**config.mk**
```make
export PLATFORM = sky130hd
export DESIGN_NAME = ppu_sprite_tile_eval
export DESIGN_NICKNAME = d
export VERILOG_FILES = /design/src/rtl/ppu_pkg.sv /design/src/rtl/ppu_sprite_overlap.sv /design/src/rtl/ppu_sprite_tile_eval.sv
export SDC_FILE = /design/constraint.sdc
export NUM_CORES = 1
export LEC_CHECK = 0
export BUFFER_PORTS_ARGS = -buffer_cell sky130_fd_sc_hd__buf_2
export CORE_AREA = 2 2 147 149
export CTS_CLUSTER_DIAMETER = 80
export DETAILED_ROUTE_END_ITERATION = 7
export DIE_AREA = 0 0 149 151
export GPL_TIMING_DRIVEN = 0
export MAX_ROUTING_LAYER = met4
export PLACE_DENSITY = 0.75
export SETUP_SLACK_MARGIN = 0.4
export SLEW_MARGIN = 20
export SYNTH_ARGS = -nofsm -noshare
export SYNTH_HDL_FRONTEND = slang
export SYNTH_SLANG_ARGS = --single-unit
```
**constraint.sdc**
```tcl
create_clock -name clk -period 3.5 [get_ports clk]
set_input_delay 0 -clock clk [delete_from_list [all_inputs] [get_ports clk]]
set_output_delay 0 -clock clk [all_outputs]
set_load 0.02 [all_outputs]
```
**src/rtl/ppu_pkg.sv**
```systemverilog
// Shared constants and types for the sprite tile evaluator.
package ppu_pkg;

  // Byte offsets inside one 4-byte OAM entry
  localparam logic [1:0] OAM_BYTE_Y    = 2'd0;
  localparam logic [1:0] OAM_BYTE_TILE = 2'd1;
  localparam logic [1:0] OAM_BYTE_ATTR = 2'd2;
  localparam logic [1:0] OAM_BYTE_X    = 2'd3;

  // Evaluator FSM state encoding
  localparam logic [1:0] ST_IDLE   = 2'd0;
  localparam logic [1:0] ST_SCAN   = 2'd1;
  localparam logic [1:0] ST_DRAIN  = 2'd2;
  localparam logic [1:0] ST_COMMIT = 2'd3;

  // Sprite heights in scanlines, sized for the 10-bit row difference
  localparam logic [9:0] SPR_HEIGHT_8  = 10'd8;
  localparam logic [9:0] SPR_HEIGHT_16 = 10'd16;

  // One OAM entry in memory byte order
  typedef struct packed {
    logic [7:0] y;
    logic [7:0] tile;
    logic [7:0] attr;
    logic [7:0] x;
  } sprite_t;

endpackage

```
**src/rtl/ppu_sprite_overlap.sv**
```systemverilog
// Combinational test: does a sprite at (Y, X) cover the given row and
// overlap the 8-pixel column span starting at col? All arithmetic is
// 10-bit so Y=255 or X near 255 can never wrap into a false hit.
module ppu_sprite_overlap
  import ppu_pkg::*;
(
  input  logic [8:0] row,
  input  logic [8:0] col,
  input  logic [7:0] spr_y,
  input  logic [7:0] spr_x,
  input  logic       size16,
  output logic       hit
);

  logic [9:0]        row_diff;
  logic [9:0]        height;
  logic              row_hit;
  logic signed [9:0] col_val;
  logic signed [9:0] x_val;
  logic signed [9:0] col_end;
  logic signed [9:0] x_end;
  logic              col_hit;

  // Row and column overlap with sign-aware 10-bit compares
  always_comb begin
    row_diff = {1'b0, row} - {2'b00, spr_y};
    height   = size16 ? SPR_HEIGHT_16 : SPR_HEIGHT_8;
    row_hit  = !row_diff[9] && (row_diff < height);
    col_val  = $signed({col[8], col});
    x_val    = $signed({2'b00, spr_x});
    col_end  = col_val + 10'sd7;
    x_end    = x_val + 10'sd7;
    col_hit  = (x_val <= col_end) && (x_end >= col_val);
    hit      = row_hit && col_hit;
  end

endmodule

```
**src/rtl/ppu_sprite_tile_eval.sv**
```systemverilog
// Scans OAM for the first two sprites touching one 8-pixel tile span and
// publishes them (plus an overflow flag) to the tile load stage. Results
// are built in shadow registers and copied out only at COMMIT, so the
// published outputs stay stable while the next tile is evaluated.
module ppu_sprite_tile_eval
  import ppu_pkg::*;
#(
  parameter int NUM_SPRITES = 64,
  parameter int OAM_LATENCY = 2
)
(
  input  logic       clk,
  input  logic       rst,
  input  logic       start,
  input  logic [8:0] curr_row,
  input  logic [8:0] curr_col,
  input  logic [7:0] ppu_ctrl1,
  input  logic [7:0] ppu_ctrl2,
  output logic [7:0] oam_addr,
  input  logic [7:0] oam_data_in,
  output logic       sprite_0_on_tile,
  output logic       sprite_1_on_tile,
  output logic [7:0] sprite_0_tile_num,
  output logic [7:0] sprite_0_row,
  output logic [7:0] sprite_0_col,
  output logic [7:0] sprite_0_attr,
  output logic [7:0] sprite_1_tile_num,
  output logic [7:0] sprite_1_row,
  output logic [7:0] sprite_1_col,
  output logic [7:0] sprite_1_attr,
  output logic       sprite_overflow,
  output logic       busy,
  output logic       done
);

  localparam logic [7:0] ADDR_LAST = 8'(NUM_SPRITES * 4 - 1);
  localparam int         DCW       = $clog2(OAM_LATENCY + 1);
  localparam logic [DCW-1:0] DRAIN_LAST = DCW'(OAM_LATENCY - 1);

  logic [1:0]     state_reg;
  logic [8:0]     row_reg;
  logic [8:0]     col_reg;
  logic           size16_reg;
  logic [DCW-1:0] drain_cnt_reg;

  // Tag pipeline: which byte of an entry is on oam_data_in this cycle
  logic [OAM_LATENCY-1:0] tag_v_reg;
  logic [1:0]             tag_reg [OAM_LATENCY];

  // Staging entry and shadow result
  logic [7:0] stage_y_reg;
  logic [7:0] stage_tile_reg;
  logic [7:0] stage_attr_reg;
  sprite_t    slot0_reg;
  sprite_t    slot1_reg;
  logic       slot0_v_reg;
  logic       slot1_v_reg;
  logic       ovf_reg;
  logic [1:0] hit_cnt_reg;

  logic       start_accept;
  logic       in_scan;
  logic       ret_valid;
  logic [1:0] ret_tag;
  logic       x_ret;
  logic       overlap_hit;
  logic       eval_hit;
  logic       overflow_exit;
  logic       issue;
  logic [1:0] issue_byte;
  logic       flush;

  ppu_sprite_overlap u_overlap (
    .row    (row_reg),
    .col    (col_reg),
    .spr_y  (stage_y_reg),
    .spr_x  (oam_data_in),
    .size16 (size16_reg),
    .hit    (overlap_hit)
  );

  // Control decode: byte returns, hit evaluation, address issue
  always_comb begin
    start_accept  = (state_reg == ST_IDLE) && start;
    in_scan       = (state_reg == ST_SCAN) || (state_reg == ST_DRAIN);
    ret_valid     = tag_v_reg[OAM_LATENCY-1];
    ret_tag       = tag_reg[OAM_LATENCY-1];
    x_ret         = in_scan && ret_valid && (ret_tag == OAM_BYTE_X);
    eval_hit      = x_ret && overlap_hit;
    overflow_exit = eval_hit && (hit_cnt_reg == 2'd2);
    issue         = (start_accept && ppu_ctrl2[4]) ||
                    ((state_reg == ST_SCAN) && (oam_addr != ADDR_LAST) && !overflow_exit);
    issue_byte    = start_accept ? OAM_BYTE_Y : (oam_addr[1:0] + 2'd1);
    flush         = start_accept || overflow_exit;
  end

  // Byte-tag shift register aligned to the OAM read latency
  always_ff @(posedge clk or negedge rst) begin
    if (!rst) begin
      for (int i = 0; i < OAM_LATENCY; i++) begin
        tag_v_reg[i] <= 1'b0;
        tag_reg[i]   <= 2'd0;
      end
    end else begin
      tag_v_reg[0] <= issue;
      tag_reg[0]   <= issue_byte;
      for (int i = 1; i < OAM_LATENCY; i++) begin
        tag_v_reg[i] <= flush ? 1'b0 : tag_v_reg[i-1];
        tag_reg[i]   <= tag_reg[i-1];
      end
    end
  end

  // Main FSM: address sequencing, drain wait, early overflow exit
  always_ff @(posedge clk or negedge rst) begin
    if (!rst) begin
      state_reg     <= ST_IDLE;
      oam_addr      <= 8'd0;
      row_reg       <= 9'd0;
      col_reg       <= 9'd0;
      size16_reg    <= 1'b0;
      drain_cnt_reg <= '0;
      busy          <= 1'b0;
    end else begin
      case (state_reg)
        ST_IDLE: begin
          if (start) begin
            row_reg    <= curr_row;
            col_reg    <= curr_col;
            size16_reg <= ppu_ctrl1[5];
            oam_addr   <= 8'd0;
            busy       <= 1'b1;
            state_reg  <= ppu_ctrl2[4] ? ST_SCAN : ST_COMMIT;
          end
        end
        ST_SCAN: begin
          if (overflow_exit) begin
            state_reg <= ST_COMMIT;
          end else if (oam_addr == ADDR_LAST) begin
            drain_cnt_reg <= '0;
            state_reg     <= ST_DRAIN;
          end else begin
            oam_addr <= oam_addr + 8'd1;
          end
        end
        ST_DRAIN: begin
          if (overflow_exit || (drain_cnt_reg == DRAIN_LAST)) begin
            state_reg <= ST_COMMIT;
          end else begin
            drain_cnt_reg <= drain_cnt_reg + 1'b1;
          end
        end
        default: begin
          busy      <= 1'b0;
          state_reg <= ST_IDLE;
        end
      endcase
    end
  end

  // Staging entry capture and shadow slot fill in OAM index order
  always_ff @(posedge clk or negedge rst) begin
    if (!rst) begin
      stage_y_reg    <= 8'd0;
      stage_tile_reg <= 8'd0;
      stage_attr_reg <= 8'd0;
      slot0_reg      <= '0;
      slot1_reg      <= '0;
      slot0_v_reg    <= 1'b0;
      slot1_v_reg    <= 1'b0;
      ovf_reg        <= 1'b0;
      hit_cnt_reg    <= 2'd0;
    end else if (start_accept) begin
      slot0_reg   <= '0;
      slot1_reg   <= '0;
      slot0_v_reg <= 1'b0;
      slot1_v_reg <= 1'b0;
      ovf_reg     <= 1'b0;
      hit_cnt_reg <= 2'd0;
    end else if (in_scan && ret_valid) begin
      case (ret_tag)
        OAM_BYTE_Y:    stage_y_reg    <= oam_data_in;
        OAM_BYTE_TILE: stage_tile_reg <= oam_data_in;
        OAM_BYTE_ATTR: stage_attr_reg <= oam_data_in;
        default: begin
          if (eval_hit) begin
            case (hit_cnt_reg)
              2'd0: begin
                slot0_reg   <= '{y: stage_y_reg, tile: stage_tile_reg,
                                 attr: stage_attr_reg, x: oam_data_in};
                slot0_v_reg <= 1'b1;
                hit_cnt_reg <= 2'd1;
              end
              2'd1: begin
                slot1_reg   <= '{y: stage_y_reg, tile: stage_tile_reg,
                                 attr: stage_attr_reg, x: oam_data_in};
                slot1_v_reg <= 1'b1;
                hit_cnt_reg <= 2'd2;
              end
              default: begin
                ovf_reg     <= 1'b1;
                hit_cnt_reg <= 2'd3;
              end
            endcase
          end
        end
      endcase
    end
  end

  // Published result: updated only at COMMIT, with a one-cycle done pulse
  always_ff @(posedge clk or negedge rst) begin
    if (!rst) begin
      done              <= 1'b0;
      sprite_0_on_tile  <= 1'b0;
      sprite_0_tile_num <= 8'd0;
      sprite_0_row      <= 8'd0;
      sprite_0_col      <= 8'd0;
      sprite_0_attr     <= 8'd0;
      sprite_1_on_tile  <= 1'b0;
      sprite_1_tile_num <= 8'd0;
      sprite_1_row      <= 8'd0;
      sprite_1_col      <= 8'd0;
      sprite_1_attr     <= 8'd0;
      sprite_overflow   <= 1'b0;
    end else begin
      done <= 1'b0;
      if (state_reg == ST_COMMIT) begin
        done              <= 1'b1;
        sprite_0_on_tile  <= slot0_v_reg;
        sprite_0_tile_num <= slot0_reg.tile;
        sprite_0_row      <= slot0_reg.y;
        sprite_0_col      <= slot0_reg.x;
        sprite_0_attr     <= slot0_reg.attr;
        sprite_1_on_tile  <= slot1_v_reg;
        sprite_1_tile_num <= slot1_reg.tile;
        sprite_1_row      <= slot1_reg.y;
        sprite_1_col      <= slot1_reg.x;
        sprite_1_attr     <= slot1_reg.attr;
        sprite_overflow   <= ovf_reg;
      end
    end
  end

endmodule
```
Yosys cells after proc, flatten, opt, wreduce, memory -nomap -nowiden

Cells that the tools add are included.

Add/sub/neg operators: 6
Magnitude comparators: 3
Eq/ne operators: 20
Muxes and demuxes: 50
Bitwise logic cells: 2
Reductions and logical operators: 41

Operators with widths:

| kind                                          | count |
|---|---|
| two-way mux 32 bit                            | 10 |
| two-way mux 2 bit                             | 13 |
| two-way mux 8 bit                             | 3 |
| AND reduction 4 bit                           | 5 |
| two-way mux 1 bit                             | 18 |
| case mux 8 bit (2 select lines)               | 1 |
| AND reduction 3 bit                           | 5 |
| nonzero test 2 bit                            | 6 |
| logical AND 1 bit                             | 11 |
| adder 9 x 4 -> 10 bit, second input constant  | 1 |
| == test 2 bit, second input constant          | 5 |
| >= comparator 10 x 9 -> 1 bit                 | 1 |
| less-or-equal comparator 9 x 10 -> 1 bit      | 1 |
| < comparator 10 bit                           | 1 |
| subtractor 9 x 8 -> 10 bit                    | 1 |
| adder 8 x 3 -> 9 bit, second input constant   | 1 |
| adder 8 x 1 -> 8 bit, second input constant   | 1 |
| == test 2 x 1 -> 1 bit, second input constant | 4 |
| == test 8 bit, second input constant          | 1 |
| != test 2 x 1 -> 1 bit, second input constant | 4 |
| != test 2 bit, second input constant          | 4 |
| != test 8 bit, second input constant          | 1 |
| case mux 2 bit (2 select lines)               | 2 |
| logical NOT 2 bit                             | 3 |
| 11 further kinds                              | 19 |

Flip-flop bits (word level): 199
Bits of input ports: 45
Output and inout bits: 77
Word-level logic and storage cells: 159

Logic depth before layout (Yosys ltp)

Gate-level depths: netlist (run 1).

Depth after elaboration: 9
Gate-level depth with buffers: 16
Gate-level depth less buffers: 14

Modules after synthesis

Synthesis (run 1) repeated with hierarchy kept, for this count alone.

Cells, all modules: 747
Area, all modules: 8705.8 µm²

By module, submodules not included:

| module               | instances | cells an instance | area an instance (µm²) | seq. area each (µm²) |
|---|---|---|---|---|
| ppu_sprite_tile_eval | 1         | 615               | 7718.7                 | 4979.8 |
| ppu_sprite_overlap   | 1         | 132               | 987.2                  | 0.0 |

Worst setup path after synthesis (run 1)

OpenSTA, ideal clock, no wires.

Path kind: register to register
Start: register stage_y_reg[2]
End: register state_reg[1]
Setup time: 0.125 ns
Arrival: 3.128 ns
Required time: 3.375 ns
Setup slack: 0.247 ns
Stages on the path, launching flop included: 16
Path buffers: 1
Period minus slack after synthesis: 3.253 ns
Cell sequence: dfrtp_1 inv_1 ha_1 a21oi_1 o21ai_1 a21oi_1 xnor2_1 ha_1 nand3b_1 a211oi_1 nand4_1 o21bai_2 a2111oi_4 buf_6 o22ai_4 mux2_4

Cells in the longest elaborated chain, start to end: 9

Ends and longest elaborated chain:

| item                                                            | RTL line                    | source |
|---|---|---|
| start, declared                                                 | ppu_sprite_tile_eval.sv:51  | `logic [7:0] stage_y_reg;` |
| start signal, assigned                                          | ppu_sprite_tile_eval.sv:182 | `OAM_BYTE_Y: stage_y_reg <= oam_data_in;` |
| subtractor 9 x 8 -> 10 bit (*)                                  | ppu_sprite_overlap.sv:26    | `row_diff = {1'b0, row} - {2'b00, spr_y};` |
| < comparator 10 bit / logical NOT 1 bit (equally long branches) | ppu_sprite_overlap.sv:28    | `row_hit = !row_diff[9] && (row_diff < height);` |
| logical AND 1 bit (*)                                           | ppu_sprite_overlap.sv:28    |  |
| logical AND 1 bit (*)                                           | ppu_sprite_overlap.sv:34    | `hit = row_hit && col_hit;` |
| logical AND 1 bit (*)                                           | ppu_sprite_tile_eval.sv:89  | `eval_hit = x_ret && overlap_hit;` |
| logical AND 1 bit (*)                                           | ppu_sprite_tile_eval.sv:90  | `overflow_exit = eval_hit && (hit_cnt_reg == 2'd2);` |
| logical OR 1 bit                                                | ppu_sprite_tile_eval.sv:147 | `if (overflow_exit \|\| (drain_cnt_reg == DRAIN_LAST)) begin` |
| != test 2 x 1 -> 1 bit (no source line)                         | -                           |  |
| AND reduction 3 bit (no source line)                            | -                           |  |
| end signal, assigned                                            | ppu_sprite_tile_eval.sv:133 | `state_reg <= ppu_ctrl2[4] ? ST_SCAN : ST_COMMIT;` |
| end, declared                                                   | ppu_sprite_tile_eval.sv:40  | `logic [1:0] state_reg;` |

Mark *: on every way between the ends. The rest lies on a longest branch, timed or not.
A chain may end at the register's enable or synchronous reset.

Final worst setup path (run 1)

Start: register stage_y_reg[2]
End: register slot0_reg[14] (netlist name)

Cells in the longest elaborated chain, start to end: 7

Ends and longest elaborated chain:

| item                                                            | RTL line                    | source |
|---|---|---|
| subtractor 9 x 8 -> 10 bit (*)                                  | ppu_sprite_overlap.sv:26    |  |
| < comparator 10 bit / logical NOT 1 bit (equally long branches) | ppu_sprite_overlap.sv:28    |  |
| logical AND 1 bit (*)                                           | ppu_sprite_overlap.sv:28    |  |
| logical AND 1 bit (*)                                           | ppu_sprite_overlap.sv:34    |  |
| logical AND 1 bit (*)                                           | ppu_sprite_tile_eval.sv:89  |  |
| nonzero test 2 bit (no source line) (*)                         | -                           |  |
| AND reduction 4 bit (no source line) (*)                        | -                           |  |
| end signal, assigned                                            | ppu_sprite_tile_eval.sv:189 | `slot0_reg <= '{y: stage_y_reg, tile: stage_tile_reg,` |
| end, declared                                                   | ppu_sprite_tile_eval.sv:54  | `sprite_t slot0_reg;` |

Marks and branches as above.

==> results.sh, run 1 <==
export IMPL_drt_met1_wl_um=11310
export IMPL_top_layer="met4"
export IMPL_crit_path_max_fanout=10
export IMPL_status="completed"
export IMPL_cts_tree="yes"
export IMPL_leakage_nw=5.548
export IMPL_hold_path_class="input port to register"
export IMPL_min_period_ns=3.359
export IMPL_grt_max_degree=77
export IMPL_antenna_found_initial=1
export IMPL_r2r_end="slot0_reg[14]"
export IMPL_cpMaxStageDelayCell="dfrtp_1"
export IMPL_drive_gt1_frac=0.3752
export IMPL_drc_errors=0
export IMPL_io_buffers=107
export IMPL_grtUsageTotal=0.2389
export IMPL_fmax_mhz=297.7
export IMPL_drt_iter0_markers=589
export IMPL_timing_reg2reg_setup_slack_ns=0.14
export IMPL_yosysSeqAreaShare=0.5395
export IMPL_rsz0062_at_grt="yes"
export IMPL_place_ws_ns=-0.3022
export IMPL_route_met3_wl_um=1949
export IMPL_endpoint="slot0_reg[14]"
export IMPL_critical_path_arrival_ns=3.72
export IMPL_start_util=0.4433
export IMPL_max_cap_violations=0
export IMPL_synth_seq_cells=199
export IMPL_synth_cells=862
export IMPL_async_flop_share=1.000
export IMPL_finalNetCount=1122
export IMPL_crit_start="stage_y_reg[2]"
export IMPL_finalMaxSlewViolations=0
export IMPL_dpl_cell_area_mm2=0.01018
export IMPL_fin_area_mm2=0.01206
export IMPL_synth_warnings=0
export IMPL_r2r_start="stage_y_reg[2]"
export IMPL_die_h_um=151
export IMPL_avgSynthCellArea_um2=10.71
export IMPL_core_rowCount=53
export IMPL_vias=7681
export IMPL_critPathKind="register to register"
export IMPL_die_x_um=149
export IMPL_wl_met2_um=12330
export IMPL_path_clk_slew_ns=0.08
export IMPL_via_per_inst=5.758
export IMPL_io_pins=122
export IMPL_h_tree_depth=4
export IMPL_detail_route_antenna_nets=0
export IMPL_synth_top_flop_cell="dfrtp_1"
export IMPL_cts_path_max_buffers=2
export IMPL_ir_drop_mv=0.4153
export IMPL_final_common_cell="dfrtp_1"
export IMPL_worstMarginPinSlew_ns=0.7917
export IMPL_hold_viol=0
export IMPL_yosysUniqueCellTypes=61
export IMPL_numCtsBuffers=17
export IMPL_syn_to_final_growth_pct=30.65
export IMPL_fin_crit_sh=0.9598
export IMPL_critPathCaptureType="register"
export IMPL_overflow=0
export IMPL_clk_latency_ns=0.45
export IMPL_routed_wl_um=26680
export IMPL_dpl_hpwl_um=17010
export IMPL_slowest_delay_ns=0.41
export IMPL_fin_ws_ns=0.1408
export IMPL_crit_chain="inv_2, ha_4, a21oi_4, o21ai_2, a21oi_2, xnor2_2, ha_2, nand3b_1, a211oi_2, nand4_1, buf_4, o21ba_4, o2111a_2, buf_12, buf_8, nand3_1, a21oi_1"
export IMPL_core_region_area_mm2=0.02082
export IMPL_p_per_area_mw_per_mm2=658.5
export IMPL_synth_net_count=939
export IMPL_dieArea_mm2=0.02250
export IMPL_cts_num_sinks=199
export IMPL_fin_skew_ns=0.01458
export IMPL_slew_headroom=0.4699
export IMPL_grt_pass1_vias=7513
export IMPL_grt_pass1_wl_um=40540
export IMPL_syn_area_mm2=0.009230
export IMPL_synth_edff_count=0
export IMPL_ff2ff_path_depth=17
export IMPL_post_drt_wl_per_cell_um=20.00
export IMPL_tns_ns=0
export IMPL_first_pass_iters=5
export IMPL_setup_viol=0
export IMPL_layout_common_cells="199 x dfrtp_1, 112 x buf_2, 84 x mux2_2, 72 x nand2_1, 56 x nand3_1"
export IMPL_start_kind="register"
export IMPL_cp_required_ns=3.86
export IMPL_place_gp_congestion=0.8895
export IMPL_cts_root_buf="clkbuf_16"
-- through the flow --
step | std cells | hold slack (ns) | utilization | power, W
4_1_cts | 1325 | 0.03938 | 0.5513 | 0.007656
6_report | 1334 | 0.05892 | 0.5791 | 0.007941
2_1_floorplan | 862 | -0.2956 | - | 0.004605
3_3_place_gp | 1244 | 0.2019 | 0.4859 | 0.005220
3_5_place_dp | 1246 | -0.01359 | 0.4890 | 0.005319
5_1_grt | 1334 | 0.06373 | 0.5791 | 0.008353
-- where the power goes --
group	leakage, nW	switching [W]	internal, W	total [W]
logic	2.56	0.00176	0.00126	0.00302
registers	2.69	0.000336	0.00260	0.00294
clock network	0.289	0.000968	0.00102	0.00199
total	5.55	0.00306	0.00488	0.00794
-- worst max-delay path, delay by kind of cell (launching register included) --
| family | cells | cell delay, ns |
|---|---|---|
| buffers and inverters | 4 | 0.56 |
| XOR/XNOR | 1 | 0.10 |
| AO/OA/AOI/OAI | 7 | 1.36 |
| flip-flops | 1 | 0.41 |
| adder cells (fa/ha/maj) | 2 | 0.41 |
| AND/OR/NAND/NOR | 3 | 0.42 |
-- logic make-up (layout without fill, tap and decap cells) --
| logic type | after synthesis | count (layout) | share of synthesized area |
|---|---|---|---|
| xor+xnor | 13 | 13 | 0.01234 |
| simple gates | 221 | 221 | 0.1181 |
| fa+ha+maj | 32 | 32 | 0.04338 |
| flops | 199 | 199 | 0.5395 |
| compound gates | 222 | 222 | 0.1423 |
| other cells | 0 | 1 | 0 |
| mux | 85 | 85 | 0.1041 |
| buf+inv | 90 | 286 | 0.04026 |
-- cell type report --
class,instances,area [um^2]
diodes,1,2.502
repair buffers,164,1174
fillers,1627,8763
inverters,31,116.4
well taps,275,344.1
clock inverters,14,162.7
clock buffers,18,429.2
flip-flops and latches,199,4980
multi-input cells,573,4493
plain buffers,59,357.8
-- metal layers --
| layer | GRT usage | up-vias |
|---|---|---|
| li1 | - | 3457 |
| met1 | 0.3200 | 3794 |
| met2 | 0.3650 | 340 |
| met3 | 0.04970 | 90 |
| met4 | 0.08095 | 0 |
| met5 | - | - |
-- worst min-delay path by stage --
stage | start | endpoint | depth (start not counted)
2_1_floorplan | rst | busy | 0
3_3_place_gp | curr_row[8] | row_reg[8] | 3
3_5_place_dp | rst | sprite_0_attr[5] | 1
4_1_cts | oam_data_in[5] | stage_y_reg[5] | 4
5_1_grt | oam_data_in[5] | slot1_reg[5] | 4
6_report | oam_data_in[5] | slot1_reg[5] | 4
-- timing repair --
item,in CTS,in global routing
endpoints found under the setup margin,83,82
pin swaps,14,65
endpoints found under the hold margin,229,0
hold buffers,27,0
buffers inserted,18,6
cloned,2,2
resized for setup,68,150
-- synth_stat cells (6+ instances only) --
master | n | area (um^2)
a21oi_1 | 84 | 420.4
buf_1 | 9 | 33.78
buf_2 | 12 | 60.06
clkbuf_1 | 33 | 123.9
dfrtp_1 | 199 | 4980
ha_1 | 32 | 400.4
inv_1 | 31 | 116.4
mux2_2 | 84 | 945.9
nand2_1 | 74 | 277.8
nand3_1 | 78 | 390.4
nor2_1 | 18 | 67.56
nor2b_1 | 6 | 37.54
nor3_1 | 6 | 30.03
o211ai_1 | 15 | 112.6
o21ai_0 | 86 | 430.4
or4_1 | 8 | 60.06
xnor2_1 | 9 | 78.83
No activity file was read; power rests on OpenSTA's default activity.
==> run 2: changes to the inputs <==
--- a/config.mk
+++ b/config.mk
@@ -6,13 +6,12 @@
 export NUM_CORES = 1
 export LEC_CHECK = 0
 export BUFFER_PORTS_ARGS = -buffer_cell sky130_fd_sc_hd__buf_2
-export CORE_AREA = 2 2 147 149
+export CORE_AREA = 2 2 161 163
 export CTS_CLUSTER_DIAMETER = 80
 export DETAILED_ROUTE_END_ITERATION = 7
-export DIE_AREA = 0 0 149 151
-export GPL_TIMING_DRIVEN = 0
+export DIE_AREA = 0 0 163 165
 export MAX_ROUTING_LAYER = met4
-export PLACE_DENSITY = 0.75
+export PLACE_DENSITY = 0.66
 export SETUP_SLACK_MARGIN = 0.4
 export SLEW_MARGIN = 20
 export SYNTH_ARGS = -nofsm -noshare
==> run 2 against run 1 <==
  * Largest power group unchanged
  * Non-clock buffer count down 13
  * Largest cell class unchanged
  * Routed wire length down 2.0%
  * Clock power about the same
  * Register-to-register slack better by 0.14 ns
  * Flip-flop and latch count unchanged
  * Maximum frequency up 4.3%
  * Global-route usage down 4.8 points
  * Setup slack better by 0.14 ns
  * Sequential share of layout area down 0.36 points
==> results.sh, run 2 (synthesized netlist as in run 1, its figures left out) <==
export IMPL_status="completed"
export IMPL_fin_skew_ns=0.01536
export IMPL_core_region_area_mm2=0.02504
export IMPL_dieArea_mm2=0.02690
export IMPL_final_util=0.4859
export IMPL_finalNetCount=1109
export IMPL_first_pass_iters=5
export IMPL_numCtsBuffers=17
export IMPL_min_period_ns=3.220
export IMPL_min_delay_start="oam_data_in[3]"
export IMPL_setup_viol=0
export IMPL_hold_path_class="input port to register"
export IMPL_start_util=0.3687
export IMPL_clk_latency_ns=0.44
export IMPL_multi_input_area_mm2=0.004300
export IMPL_worstMarginPinSlew_ns=0.9620
export IMPL_overflow=0
export IMPL_final_common_cell="dfrtp_1"
export IMPL_grt_pass1_wl_um=38740
export IMPL_layout_common_cells="199 x dfrtp_1, 106 x buf_2, 84 x mux2_2, 74 x a21oi_1"
export IMPL_routed_wl_um=26140
export IMPL_hold_depth=2
export IMPL_cts_num_sinks=199
export IMPL_critPathKind="register to register"
export IMPL_leakage_nw=5.713
export IMPL_grt_max_degree=119
export IMPL_drt_iter0_markers=682
export IMPL_io_pins=122
export IMPL_vias=7439
export IMPL_tns_ns=0
export IMPL_dp_cells=1262
export IMPL_slew_headroom=0.3587
export IMPL_fin_crit_sh=0.9199
export IMPL_drive_gt1_frac=0.3770
export IMPL_drc_errors=0
export IMPL_p_per_area_mw_per_mm2=651.5
export IMPL_die_x_um=163
export IMPL_path_clk_slew_ns=0.08
export IMPL_stdcell_count=1376
export IMPL_rsz0062_at_grt="yes"
export IMPL_total_power_w=0.007926
export IMPL_critPathCaptureType="register"
export IMPL_detail_route_antenna_nets=0
export IMPL_cts_path_max_buffers=2
export IMPL_antenna_found_initial=1
export IMPL_fill_cells=2249
export IMPL_crit_path_max_fanout=7
export IMPL_max_cap_violations=0
export IMPL_h_tree_depth=4
export IMPL_core_rowCount=58
export IMPL_grt_pass1_vias=7064
export IMPL_finalMaxSlewViolations=0
export IMPL_io_buffers=107
export IMPL_min_to="stage_attr_reg[3]"
export IMPL_dpl_hpwl_um=15410
export IMPL_post_drt_wl_per_cell_um=19.00
export IMPL_die_h_um=165
export IMPL_r2r_end="state_reg[1]"
export IMPL_start_kind="register"
export IMPL_via_per_inst=5.406
export IMPL_cts_root_buf="clkbuf_16"
export IMPL_syn_to_final_growth_pct=31.80
export IMPL_hold_viol=0
export IMPL_critical_path_arrival_ns=3.54
export IMPL_r2r_start="col_reg[1]"
export IMPL_cts_tree="yes"
export IMPL_seq_area_mm2=0.004980
export IMPL_cp_required_ns=3.82
export IMPL_ir_drop_mv=0.4529
export IMPL_grtUsageTotal=0.1909
export IMPL_ff2ff_path_depth=16
export IMPL_timing_reg2reg_setup_slack_ns=0.28
export IMPL_place_gp_congestion=0.8636
export IMPL_fmax_mhz=310.6
-- run 2: area by class of cell --
cell class / instances / area share
well taps: 330 / 0.03394
repair buffers: 210 / 0.1447
diodes: 1 / 0.0002057
clock inverters: 13 / 0.01234
clock buffers: 19 / 0.03641
multi-input cells: 573 / 0.3535
flip-flops and latches: 199 / 0.4093
inverters: 31 / 0.009565
-- run 2: per-layer routing --
layer | global-route usage | share of wire | vias to the layer above
li1 | - | - | 3426
met5 | - | 0 | -
met1 | 0.2613 | 0.45 | 3689
met4 | 0.05873 | 0.020 | 0
met3 | 0.04219 | 0.069 | 45
met2 | 0.2841 | 0.47 | 279
-- run 2: critical path, stage by stage (launching register included) --
cell       delay (ns)
dfrtp_1          0.39
inv_2            0.07
buf_4            0.13
buf_4            0.12
buf_4            0.12
buf_4            0.12
buf_4            0.12
buf_4            0.14
ha_4             0.25
a21oi_2          0.06
o221ai_2         0.24
o2111ai_2        0.20
a2111oi_4        0.44
clkbuf_16        0.23
buf_6            0.10
o22ai_4          0.06
mux2_4           0.32
-- run 2: worst max-delay path by stage --
stage / cells past startpoint / to / slack [ns] / start
4_1_cts: 15 / oam_addr[0] / 0.28 / col_reg[1]
6_report: 16 / state_reg[1] / 0.28 / col_reg[1]
2_1_floorplan: 15 / hit_cnt_reg[1] / 0.47 / col_reg[0]
3_3_place_gp: 14 / oam_addr[3] / 0.14 / col_reg[0]
3_5_place_dp: 14 / oam_addr[3] / 0.11 / col_reg[0]
5_1_grt: 14 / state_reg[1] / 0.20 / stage_y_reg[2]
-- run 2: what timing repair did --
| item | in CTS | in global routing |
|---|---|---|
| setup endpoints to repair | 82 | 82 |
| pin swaps | 37 | 55 |
| gates resized for setup | 33 | 108 |
| hold buffers | 30 | 0 |
| buffers inserted | 25 | 10 |
| endpoints found under the hold margin | 152 | 0 |
| gates cloned | 1 | 15 |
-- run 2: metrics by stage --
| step | hold WS [ns] | worst slack (ns) | area, um^2 |
|---|---|---|---|
| floorplan | -0.2956 | 0.4728 | 9238 |
| global placement | 0.2015 | 0.1356 | 10210 |
| detailed placement | 0.1993 | 0.1124 | 10210 |
| CTS | 0.005202 | 0.2770 | 11480 |
| global route | 0.002868 | 0.2033 | 12170 |
| finish | 0.01785 | 0.2802 | 12170 |
-- run 2: report_power, final --
group	internal, W	leakage (nW)	total [W]	switching, W
Combinational	0.00138	2.73	0.00303	0.00165
Sequential	0.00260	2.69	0.00292	0.000320
Clock	0.000981	0.286	0.00197	0.000991
==> run 3: changes to the inputs <==
--- a/config.mk
+++ b/config.mk
@@ -6,13 +6,14 @@
 export NUM_CORES = 1
 export LEC_CHECK = 0
 export BUFFER_PORTS_ARGS = -buffer_cell sky130_fd_sc_hd__buf_2
+export CAP_MARGIN = 20
 export CORE_AREA = 2 2 161 163
 export CTS_CLUSTER_DIAMETER = 80
 export DETAILED_ROUTE_END_ITERATION = 7
 export DIE_AREA = 0 0 163 165
 export MAX_ROUTING_LAYER = met4
 export PLACE_DENSITY = 0.66
-export SETUP_SLACK_MARGIN = 0.4
+export SETUP_SLACK_MARGIN = 0.05
 export SLEW_MARGIN = 20
 export SYNTH_ARGS = -nofsm -noshare
 export SYNTH_HDL_FRONTEND = slang
==> run 3 against run 2 <==
  * Non-clock buffer count shrank 38
  * Final cell count shrank 2.8%
  * Highest routed layer unchanged
  * Critical path type unchanged
  * Die area unchanged
==> results.sh, run 3 (synthesized netlist as in run 1, its figures left out) <==
export IMPL_status="completed"
export IMPL_min_period_ns=3.366
export IMPL_first_pass_iters=5
export IMPL_io_buffers=107
export IMPL_cts_num_sinks=199
export IMPL_grt_pass1_vias=6894
export IMPL_critPathCaptureType="register"
export IMPL_grtUsageTotal=0.1881
export IMPL_dpl_cell_area_mm2=0.01023
export IMPL_finalMaxSlewViolations=0
export IMPL_cts_path_max_buffers=2
export IMPL_hold_depth=4
export IMPL_r2r_end="drain_cnt_reg[0]"
export IMPL_timing_reg2reg_setup_slack_ns=0.13
export IMPL_dieArea_mm2=0.02690
export IMPL_p_per_area_mw_per_mm2=663.1
export IMPL_routed_wl_um=24110
export IMPL_core_rowCount=58
export IMPL_die_h_um=165
export IMPL_fin_skew_ns=0.01291
export IMPL_power_share_sequential=0.388
export IMPL_slew_headroom=0.3235
export IMPL_crit_chain="inv_2, ha_4, nor2b_4, nor4_4, xnor2_1, ha_1, nand2_2, or3_1, o221a_4, o21bai_4, a2111oi_4, clkbuf_16, buf_6, or4_4, o211ai_1"
export IMPL_detail_route_antenna_nets=0
export IMPL_fin_area_mm2=0.01131
export IMPL_min_to="slot0_reg[1]"
export IMPL_ff2ff_path_depth=15
export IMPL_leakage_nw=5.377
export IMPL_layout_common_cells="199 x dfrtp_1, 103 x buf_2, 86 x o21ai_0, 84 x mux2_2, 82 x a21oi_1"
export IMPL_r2r_start="col_reg[0]"
export IMPL_min_delay_start="oam_data_in[1]"
export IMPL_setup_viol=0
export IMPL_cp_required_ns=3.86
export IMPL_h_tree_depth=4
export IMPL_path_clk_slew_ns=0.07
export IMPL_cts_tree="yes"
export IMPL_rsz0062_at_grt="no"
export IMPL_hold_viol=0
export IMPL_final_common_cell="dfrtp_1"
export IMPL_start_util=0.3687
export IMPL_dp_cells=1266
export IMPL_grt_pass1_wl_um=38320
export IMPL_antenna_found_initial=0
export IMPL_cts_root_buf="clkbuf_16"
export IMPL_switching_share=0.3733
export IMPL_cpMaxStageDelayCell="or4_4"
export IMPL_via_per_inst=5.313
export IMPL_crit_buf_inv=3
export IMPL_vias=7103
export IMPL_finalNetCount=1071
export IMPL_critPathKind="register to register"
export IMPL_overflow=0
export IMPL_worstMarginPinSlew_ns=1.015
export IMPL_syn_to_final_growth_pct=22.54
export IMPL_ir_drop_mv=0.6393
export IMPL_dpl_hpwl_um=15950
export IMPL_io_pins=122
export IMPL_clk_latency_ns=0.45
export IMPL_drc_errors=0
export IMPL_intPower_w=0.004701
export IMPL_timing_hold_ws_ns=0.05360
export IMPL_fin_crit_sh=0.9618
export IMPL_critical_path_arrival_ns=3.72
export IMPL_grt_max_degree=89
export IMPL_die_x_um=163
export IMPL_hold_path_class="input port to register"
export IMPL_max_cap_violations=0
export IMPL_p_switching_w=0.002799
export IMPL_comb_power_share=0.354
export IMPL_crit_start="col_reg[0]"
export IMPL_post_drt_wl_per_cell_um=18.03
export IMPL_crit_family="simple AND/OR/NAND/NOR gates"
export IMPL_crit_path_max_fanout=6
export IMPL_start_kind="register"
export IMPL_numCtsBuffers=17
export IMPL_slowest_delay_ns=0.49
export IMPL_drt_iter0_markers=476
export IMPL_drive_gt1_frac=0.2969
export IMPL_stdcell_count=1337
export IMPL_fmax_mhz=297.1
export IMPL_place_gp_congestion=0.8956
export IMPL_diodes=0
export IMPL_core_region_area_mm2=0.02504
export IMPL_clockPowerShare=0.259
export IMPL_tns_ns=0
-- run 3: tightest hold or removal path: stages --
cell and delay, ns:
buf_2 0.15, buf_4 0.18, nand3_1 0.07, a21oi_1 0.06
-- run 3: layout make-up --
class | count | area (um^2)
clock buffers | 20 | 456.7
well taps | 330 | 412.9
clock inverters | 12 | 128.9
repair buffers | 172 | 1185
flip-flops and latches | 199 | 4980
fillers | 2316 | 13730
multi-input cells | 573 | 4031
inverters | 31 | 116.4
-- run 3: how the worst max path moves through the flow --
stage | end | depth (start not counted) | slack, ns
3_5_place_dp | drain_cnt_reg[0] | 15 | 0.03
2_1_floorplan | state_reg[1] | 15 | 0.25
6_report | drain_cnt_reg[0] | 15 | 0.13
4_1_cts | drain_cnt_reg[1] | 16 | 0.07
5_1_grt | state_reg[1] | 16 | 0.02
3_3_place_gp | drain_cnt_reg[0] | 15 | 0.1
-- run 3: routing by layer --
| layer | wire length, um | up-vias | global-route usage |
|---|---|---|---|
| li1 | - | 3341 | - |
| met1 | 11280 | 3531 | 0.2585 |
| met3 | 1397 | 29 | 0.04169 |
| met2 | 11020 | 202 | 0.2814 |
| met5 | 0 | - | - |
| met4 | 410 | 0 | 0.05189 |
-- run 3: what timing repair did --
action	CTS	global route
setup endpoints to repair	2	67
pin swaps	0	18
cloned	0	1
buffers inserted	0	10
hold endpoints to repair	125	0
hold buffers	28	0
gates resized for setup	2	29
-- run 3: metrics by stage --
| step | total power [W] | worst slack (ns) | util |
|---|---|---|---|
| 2_1_floorplan | 0.004589 | 0.2468 | - |
| 3_3_place_gp | 0.005304 | 0.09885 | 0.4085 |
| 3_5_place_dp | 0.005349 | 0.03431 | 0.4085 |
| 4_1_cts | 0.007341 | 0.06692 | 0.4435 |
| 5_1_grt | 0.007966 | 0.02332 | 0.4518 |
| 6_report | 0.007500 | 0.1336 | 0.4518 |
-- run 3: power groups by stage --
stage,sequential [W],clock (W),combinational (W)
finish,0.00291,0.00194,0.00265
global route,0.00295,0.00209,0.00293
CTS,0.00289,0.00199,0.00246
detailed placement,0.00293,0,0.00241
global placement,0.00293,0,0.00238
floorplan,0.00285,0,0.00173
